**src/rtl/lz_pkg.sv**
```systemverilog
// rtl/lz_pkg.sv - shared constants, types and helpers for the LZ codec scheduler
package lz_pkg;

  localparam int FRAME_MAX = 30;
  localparam int LEN_W     = 5;
  localparam int TIMEOUT   = 1023;
  localparam int WD_W      = $clog2(TIMEOUT + 1);

  localparam logic MODE_ENC = 1'b0;
  localparam logic MODE_DEC = 1'b1;

  localparam logic [2:0] S_IDLE  = 3'd0;
  localparam logic [2:0] S_LOAD  = 3'd1;
  localparam logic [2:0] S_BURST = 3'd2;
  localparam logic [2:0] S_RUN   = 3'd3;
  localparam logic [2:0] S_DONE  = 3'd4;

  // One buffered beat: decode triple, or a bare character for encode (pos/len zero)
  typedef struct packed {
    logic [3:0] pos;
    logic [3:0] len;
    logic [7:0] chr;
  } beat_t;

  // A job length is usable only if it fits the core buffer and is non-empty
  function automatic logic len_ok(input logic [LEN_W-1:0] num);
    return (num != '0) && (num <= LEN_W'(FRAME_MAX));
  endfunction

endpackage

```
**src/rtl/lz_frame_buf.sv**
```systemverilog
// rtl/lz_frame_buf.sv - frame buffer, one write port and one registered read port
module lz_frame_buf
  import lz_pkg::*;
(
  input  logic             clk,
  input  logic             reset,
  input  logic             wr_en,
  input  logic [LEN_W-1:0] wr_addr,
  input  beat_t            wr_data,
  input  logic             rd_en,
  input  logic [LEN_W-1:0] rd_addr,
  output beat_t            rd_data
);

  beat_t mem [FRAME_MAX];

  // Capture beats from the requester; storage needs no reset
  always_ff @(posedge clk) begin
    if (wr_en) mem[wr_addr] <= wr_data;
  end

  // Registered read; cleared on reset so the core-facing data reads zero
  always_ff @(posedge clk or posedge reset) begin
    if (reset)      rd_data <= '0;
    else if (rd_en) rd_data <= mem[rd_addr];
  end

endmodule

```
**src/rtl/lz_codec_sched.sv**
```systemverilog
// rtl/lz_codec_sched.sv - round-robin job scheduler in front of a shared LZ77 codec core
module lz_codec_sched
  import lz_pkg::*;
(
  input  logic       clk,
  input  logic       reset,
  input  logic       enc_req,
  input  logic [4:0] enc_num,
  input  logic       enc_valid,
  input  logic [7:0] enc_char,
  output logic       enc_ready,
  output logic       enc_gnt,
  output logic       enc_done,
  input  logic       dec_req,
  input  logic [4:0] dec_num,
  input  logic       dec_valid,
  input  logic [3:0] dec_pos,
  input  logic [3:0] dec_len,
  input  logic [7:0] dec_char,
  output logic       dec_ready,
  output logic       dec_gnt,
  output logic       dec_done,
  output logic       core_mode,
  output logic       core_code_valid,
  output logic [3:0] core_code_pos,
  output logic [3:0] core_code_len,
  output logic [7:0] core_chardata,
  output logic       core_abort,
  input  logic       core_done,
  output logic       err_len,
  output logic       err_tmo
);

  localparam logic [LEN_W-1:0] CNT_ONE = LEN_W'(1);
  localparam logic [WD_W-1:0]  WD_ONE  = WD_W'(1);
  localparam logic [WD_W-1:0]  WD_LAST = WD_W'(TIMEOUT - 1);

  logic [2:0]       state;
  logic             owner;
  logic             rr_last;
  logic [LEN_W-1:0] num_q;
  logic [LEN_W-1:0] cnt;
  logic [LEN_W-1:0] bcnt;
  logic [WD_W-1:0]  wd;
  logic             valid_q;

  logic  cand_e, cand_d, grant_any, grant_dec, rr_eff;
  logic  owner_req, owner_valid, load_acc, rd_en, tmo, busy;
  beat_t wr_beat, rd_beat;

  // Arbitration: in DONE the finishing owner is still holding req, so it is
  // excluded and the other side can be granted back-to-back
  always_comb begin
    cand_e    = enc_req && len_ok(enc_num) && !(state == S_DONE && owner == MODE_ENC);
    cand_d    = dec_req && len_ok(dec_num) && !(state == S_DONE && owner == MODE_DEC);
    rr_eff    = (state == S_DONE) ? owner : rr_last;
    grant_any = (state == S_IDLE || state == S_DONE) && (cand_e || cand_d);
    grant_dec = cand_d && (!cand_e || rr_eff == MODE_ENC);
  end

  // Owner-side datapath selection and per-state strobes
  always_comb begin
    owner_req   = (owner == MODE_DEC) ? dec_req   : enc_req;
    owner_valid = (owner == MODE_DEC) ? dec_valid : enc_valid;
    load_acc    = (state == S_LOAD) && owner_valid;
    rd_en       = (state == S_BURST) && (bcnt < num_q);
    tmo         = (state == S_RUN) && !core_done && (wd == WD_LAST);
    busy        = (state == S_LOAD) || (state == S_BURST) || (state == S_RUN);
    wr_beat     = '0;
    if (owner == MODE_DEC) begin
      wr_beat.pos = dec_pos;
      wr_beat.len = dec_len;
      wr_beat.chr = dec_char;
    end else begin
      wr_beat.chr = enc_char;
    end
  end

  // Job sequencer: grant, capture, burst, wait for the core, retire or abort
  always_ff @(posedge clk or posedge reset) begin
    if (reset) begin
      state   <= S_IDLE;
      owner   <= MODE_ENC;
      rr_last <= MODE_DEC;
      num_q   <= '0;
      cnt     <= '0;
      bcnt    <= '0;
      wd      <= '0;
      valid_q <= 1'b0;
    end else begin
      valid_q <= rd_en;
      case (state)
        S_IDLE: begin
          if (grant_any) begin
            owner <= grant_dec;
            num_q <= grant_dec ? dec_num : enc_num;
            cnt   <= '0;
            state <= S_LOAD;
          end
        end
        S_LOAD: begin
          if (!owner_req) begin
            cnt   <= '0;
            state <= S_IDLE;
          end else if (load_acc) begin
            cnt <= cnt + CNT_ONE;
            if (cnt == num_q - CNT_ONE) begin
              bcnt  <= '0;
              state <= S_BURST;
            end
          end
        end
        S_BURST: begin
          // bcnt runs 0..num: reads issue for 0..num-1, last beat leaves the register at num
          if (bcnt == num_q) begin
            wd    <= '0;
            state <= S_RUN;
          end else begin
            bcnt <= bcnt + CNT_ONE;
          end
        end
        S_RUN: begin
          if (core_done) begin
            state <= S_DONE;
          end else if (tmo) begin
            rr_last <= owner;
            state   <= S_IDLE;
          end else begin
            wd <= wd + WD_ONE;
          end
        end
        S_DONE: begin
          rr_last <= owner;
          if (grant_any) begin
            owner <= grant_dec;
            num_q <= grant_dec ? dec_num : enc_num;
            cnt   <= '0;
            state <= S_LOAD;
          end else begin
            state <= S_IDLE;
          end
        end
        default: state <= S_IDLE;
      endcase
    end
  end

  lz_frame_buf u_buf (
    .clk     (clk),
    .reset   (reset),
    .wr_en   (load_acc),
    .wr_addr (cnt),
    .wr_data (wr_beat),
    .rd_en   (rd_en),
    .rd_addr (bcnt),
    .rd_data (rd_beat)
  );

  // Requester- and core-facing outputs, all derived from reset-cleared state
  always_comb begin
    enc_gnt         = busy && (owner == MODE_ENC);
    dec_gnt         = busy && (owner == MODE_DEC);
    enc_ready       = (state == S_LOAD) && (owner == MODE_ENC);
    dec_ready       = (state == S_LOAD) && (owner == MODE_DEC);
    enc_done        = (state == S_DONE) && (owner == MODE_ENC);
    dec_done        = (state == S_DONE) && (owner == MODE_DEC);
    core_mode       = (state != S_IDLE) && (owner == MODE_DEC);
    core_code_valid = valid_q;
    core_code_pos   = rd_beat.pos;
    core_code_len   = rd_beat.len;
    core_chardata   = rd_beat.chr;
    core_abort      = tmo;
    err_tmo         = tmo;
    err_len         = (enc_req && !len_ok(enc_num)) || (dec_req && !len_ok(dec_num));
  end

endmodule

```
**config.mk**
```make
export PLATFORM = sky130hd
export DESIGN_NAME = lz_codec_sched
export DESIGN_NICKNAME = d
export VERILOG_FILES = /design/src/rtl/lz_pkg.sv /design/src/rtl/lz_frame_buf.sv /design/src/rtl/lz_codec_sched.sv
export SDC_FILE = /design/constraint.sdc
export NUM_CORES = 1
export LEC_CHECK = 0
export CAP_MARGIN = 20
export CORE_ASPECT_RATIO = 1.25
export CORE_MARGIN = 3
export CORE_UTILIZATION = 63
export CTS_BUF_LIST = sky130_fd_sc_hd__clkbuf_16
export CTS_CLUSTER_DIAMETER = 150
export DETAILED_ROUTE_END_ITERATION = 7
export DONT_BUFFER_PORTS = 1
export PLACE_DENSITY = 0.76
export SYNTH_ARGS = -nofsm -noshare
export SYNTH_HDL_FRONTEND = slang
export SYNTH_HIERARCHICAL = 1
export SYNTH_SLANG_ARGS = --single-unit
```
**constraint.sdc**
```tcl
create_clock -name clk -period 3.78 [get_ports clk]
set_input_delay 0.567 -clock clk [delete_from_list [all_inputs] [get_ports clk]]
set_output_delay 0.567 -clock clk [all_outputs]
set_load 0.005 [all_outputs]
```
Word level (Yosys, flattened, before mapping)
Memories as Yosys holds them, arrays and structs flattened. A register that Yosys moved wholly into a read port is not among the register bits.
Index checks and enable logic that the tools add are counted.
Word-level totals
  register bits: 31
  RAM bits: 480
  output and inout port bits: 27
  word-level logic and storage cells: 119
  memories kept: 1
Operators by class
  add/subtract/negate cells: 4
  $lt $le $gt $ge: 3
  equality and inequality tests: 20
  multiplexer cells: 33
  bitwise gates (word level): 2
  reduce and logical (&&, ||, !) cells: 48
Memory list
  u_buf.mem: depth 30, bits a word 16, rd ports 1, clocked after memory_dff 1, write ports 1, line lz_frame_buf.sv:15  | beat_t mem [FRAME_MAX];
Operators with widths (count)
  $mux W5: 8
  $mux W10: 3
  $logic_and A1 B1 Y1: 21
  $mux W3: 7
  $pmux W10 S2: 1
  $pmux W5 S2: 2
  $mux W8: 2
  $ne A2 B2 Y1 const B: 8
  $pmux W3 S5: 1
  $add A10 B1 Y10 const B: 1
  $add A5 B1 Y5 const B: 2
  $eq A10 B10 Y1 const B: 1
  $eq A5 B5 Y1: 2
  $le A5 B5 Y1 const B: 2
  $reduce_and A5 Y1: 2
  $reduce_bool A5 Y1: 2
  $ne A3 B3 Y1 const B: 3
  $mux W1: 8
  $reduce_bool A2 Y1: 4
  $eq A3 B2 Y1 const B: 2
  $logic_not A1 Y1: 6
  $logic_or A1 B1 Y1: 6
  $reduce_and A3 Y1: 2
  $lt A5 B5 Y1: 1
  11 further kinds: 13

Depth between registers and ports, before layout
  word-level depth: 8
  mapped depth: 14
  depth with buffers taken out: 12

Modules after synthesis
The synthesis kept the hierarchy.
By module, submodules not included
  lz_frame_buf: instances 1, cells each 933, area an instance 19293.5 um^2
  lz_codec_sched: instances 1, cells each 252, area an instance 2358.5 um^2

Worst setup path before layout
No wires, ideal clock.
  path type: register -> register
  start point: register state[1]
  end point: memory u_buf/mem[20][0] (netlist name) (enable)
  setup time: 0.388 ns
  arrival: 2.403 ns
  path slack: 0.989 ns
  cell stages (with the launch flop): 7
  period minus slack after synthesis: 2.791 ns
  cells stage by stage: dfrtp_1 or3b_1 buf_2 nor2_1 or3b_2 clkbuf_1 nor2_1
Between the ends
  cells in the longest elaborated chain, start to end: 4
Ends and longest elaborated chain
  from (decl): line lz_codec_sched.sv:38  | logic [2:0] state;
  from (signal assigned): line lz_codec_sched.sv:82  | state <= S_IDLE;
  from (signal assigned): line lz_codec_sched.sv:98  | state <= S_LOAD;
  from (signal assigned): line lz_codec_sched.sv:104  | state <= S_IDLE;
  $eq A3 B1 Y1: line lz_codec_sched.sv:65  | load_acc = (state == S_LOAD) && owner_valid;
  $logic_and A1 B1 Y1: line lz_codec_sched.sv:65
  named net load_acc: line lz_codec_sched.sv:48  | logic owner_req, owner_valid, load_acc, rd_en, tmo, busy;
  $mux W1: line lz_frame_buf.sv:19  | if (wr_en) mem[wr_addr] <= wr_data;
  $mux W1 (implied by the code): line lz_frame_buf.sv:19
  to (decl): line lz_frame_buf.sv:15
The timed path passes the listed nets, and every way through them passes these cells.

Worst setup path in the final report
  start point: register bcnt[1]
  end point: register u_buf/rd_data[2] (netlist name)
Between the ends
  cells in the longest elaborated chain, start to end: 2
Ends and longest elaborated chain
  from (decl): line lz_codec_sched.sv:43  | logic [LEN_W-1:0] bcnt;
  from (signal assigned): line lz_codec_sched.sv:119  | bcnt <= bcnt + CNT_ONE;
  $lt A5 B5 Y1: line lz_codec_sched.sv:66  | rd_en = (state == S_BURST) && (bcnt < num_q);
  $logic_and A1 B1 Y1: line lz_codec_sched.sv:66
  named net rd_en: line lz_codec_sched.sv:48
The timed path passes the listed nets, and every way through them passes these cells.
A chain may end at the register's enable or synchronous reset.

==> metrics.cfg <==
[status]
outcome = finished, final reports clean

[detailed_routing]
antenna_left = 0
drt_iter0_markers = 1421
wire_per_inst_um = 27.7
vias = 11400
wl_um = 47100
first_pass_iters = 7
viasPerCell = 6.73
drcViolationCount = 0

[synth]
syn_area_sq_um = 21700
synth.top_cell.area_share_pct = 66.6
synth-main-ff-cell = edfxtp_1
syn_nets = 1236
syn_avg_cell_area_sq_um = 18.3
synth_top_area_cell = edfxtp_1
synth_edf_count = 480
ys_seq_elements = 527
ys_top_cells_by_area = edfxtp_1, mux4_2, dfrtp_1
yosys_warnings = 6
synth.most_common_cell = edfxtp_1
yosysSeqAreaShare_pct = 72.0
synth_cells = 1185
ys_top_cells_by_count = edfxtp_1, nor2_1, mux4_2, mux2_2, dfrtp_1
yosysUniqueCellTypes = 78
async_reset_ff_share_pct = 8.92

[critical_path]
reg2regPathDepth = 11
cp.arrival_ns = 3.36
path_buf_inv = 0
path_common_cell = o21ai_0
required_ns = 4.26
cp_max_fo = 8
cpMaxStageDelayCell = dfrtp_4
worstSetupStartpoint = bcnt[1]$_DFFE_PP0P_
r2r_end = u_buf/rd_data[2]$_DFFE_PP0P_
critPathKind = reg2reg
end_kind = register
cp-start-kind = register
critPathMaxStageDelay_ns = 0.49
crit_chain = ha_1 -> nor2b_1 -> o21a_1 -> o21ai_0 -> nand2b_1 -> a211oi_4 -> and2_1 -> o21ai_0 -> a221oi_1 -> o221ai_1 -> nand2_1
r2r_slack_ns = 0.90
worst_path_dominant_cell_family = compound AO/OA/AOI/OAI gates
r2r-start = bcnt[1]$_DFFE_PP0P_

[floorplanning]
fp.dieArea_sq_um = 36600
start_util_pct = 64.3
rows = 75
pin_count = 68
die_h_um = 213
core_sq_um = 33700
dieWidth_um = 172

[cts]
htreeDepth = 2
clk_pin_slew_ns = 0.07
cts_tree = built
clk_path_buf_depth = 3
cts_root_buf = clkbuf_16
cts_sinks = 527
cts_made_buffers = 47
cts_setup_buffers = 0
clk_latency_ns = 0.56

[finish]
area_growth_pct = 10.8
n_fill_cell = 2002
drive_gt1_share_pct = 23.6
nNetsFinal = 1286

[power]
swShare_pct = 29.7
combPwrFrac_pct = 26.5
internal_power_w = 0.0118
p_seq_share_pct = 44.3
power_density_nw_per_um2 = 698
pwr-share-clk_pct = 29.3
p_leak_nw = 7.93
ir_worst_vdd_uv = 473
netSwitchingPower_w = 0.00497

[sta]
maxSlewHeadroom_pct = 30.3
hold_ws_ns = 0.0186
worst_pin_slew_ns = 1.05
finalSetupTns_ns = 0
max_freq_mhz = 348
period_share_pct = 76.1
rsz0062_at_grt = no
fin_crit_ns = 2.88
final_hold_viol_count = 0
fin_skew_ns = 0.0221
drv_slew = 0
setup_viol = 0

[global_route]
grt_max_degree = 92
grt_first_pass_wirelength_um = 71300
grt_pass1_vias = 11600
grtUsageTotal_pct = 26.4
grt_antenna_before_repair = 2
overflow = 0

[run]
cap_violations = 0

[worst_hold_path]
hold_path.class = in2async

[placement]
io_buffers = 0
hpwlAfterDp_um = 29500
place_congestion = 0.859

-- kinds of logic after synthesis --
group / synth area share (%)
flip-flops: 72.0
AND/OR/NAND/NOR: 5.06
multiplexers: 14.1
AO/OA/AOI/OAI: 5.51
buffers and inverters: 2.22
XOR/XNOR: 0.526
adder cells (fa/ha/maj): 0.578
-- power by group through the flow --
| stage | Sequential [W] | Clock, W | Combinational (W) |
|---|---|---|---|
| after floorplan | 0.00734 | 0 | 0.00338 |
| after global placement | 0.00753 | 0 | 0.00422 |
| after detailed placement | 0.00754 | 0 | 0.00434 |
| after CTS | 0.00742 | 0.00496 | 0.00436 |
| after global routing | 0.00745 | 0.00518 | 0.00474 |
| final | 0.00741 | 0.00490 | 0.00443 |
-- through the flow --
stage	total power, W	instance area, sq um	utilization [%]	setup slack, ns	instances
floorplan	0.0107	21700	-	0.989	1185
global placement	0.0118	22200	66.0	1.03	1602
detailed placement	0.0119	22200	66.0	0.927	1603
CTS	0.0167	23900	70.9	0.927	1692
global route	0.0174	24000	71.2	0.652	1697
finish	0.0167	24000	71.2	0.904	1698
-- sequential cells by signal, summed over array words and instances (netlist names) --
name,flops
bcnt,5
cnt,5
core_code_valid,1
num_q,5
owner,1
rr_last,1
state,3
u_buf/mem,480
u_buf/rd_data,16
wd,10
-- cell usage in the layout (no fill, tap or decap), types with 10 or more instances in the layout --
master | netlist | final
ha_1 | 10 | 10
o21ai_0 | 22 | 22
nand3_1 | 16 | 16
inv_1 | 17 | 21
a21oi_1 | 14 | 14
o21ai_1 | 11 | 11
nand2_1 | 31 | 31
clkbuf_16 | 0 | 48
dfrtp_1 | 46 | 44
and2_1 | 10 | 10
nor2_1 | 75 | 75
mux2_2 | 66 | 66
mux2i_1 | 38 | 38
nor3_1 | 15 | 15
edfxtp_1 | 480 | 480
clkinv_1 | 1 | 13
a22oi_1 | 14 | 14
nand2b_1 | 12 | 12
mux4_1 | 10 | 10
buf_4 | 8 | 47
o22ai_1 | 26 | 26
mux4_2 | 70 | 70
-- worst max path at each step --
| stage | endpoint | slack (ns) | cells after the start |
|---|---|---|---|
| 2_1_floorplan | u_buf/mem[20][0]$_DFFE_PP_ | 0.99 | 6 |
| 3_3_place_gp | u_buf/mem[24][6]$_DFFE_PP_ | 1.03 | 5 |
| 3_5_place_dp | u_buf/rd_data[5]$_DFFE_PP0P_ | 0.93 | 11 |
| 4_1_cts | u_buf/rd_data[5]$_DFFE_PP0P_ | 0.93 | 11 |
| 5_1_grt | u_buf/rd_data[2]$_DFFE_PP0P_ | 0.65 | 11 |
| 6_report | u_buf/rd_data[2]$_DFFE_PP0P_ | 0.90 | 11 |
-- layer usage --
layer,track usage (%),up-vias,wire (um)
met5,0,-,13
met4,8.23,2,1520
met3,4.63,95,3440
met2,44.4,520,23700
met1,35.8,5933,18400
li1,-,4884,-
-- layout make-up --
| type | instances | area, sq um | area share [%] |
|---|---|---|---|
| well taps | 423 | 529 | 2.21 |
| flip-flops and latches | 527 | 15600 | 65.0 |
| multi-input cells | 583 | 5590 | 23.3 |
| inverters | 18 | 67.6 | 0.282 |
| repair buffers | 58 | 583 | 2.43 |
| clock buffers | 48 | 1200 | 5.01 |
| diodes | 1 | 2.50 | 0.0104 |
| clock inverters | 40 | 410 | 1.71 |
-- what timing repair did --
item,4_1_cts,5_1_grt
hold buffers,1,0
resized for setup,0,0
endpoints found under the hold margin,4,0
Note: power is estimated with default switching activity, not from simulation.
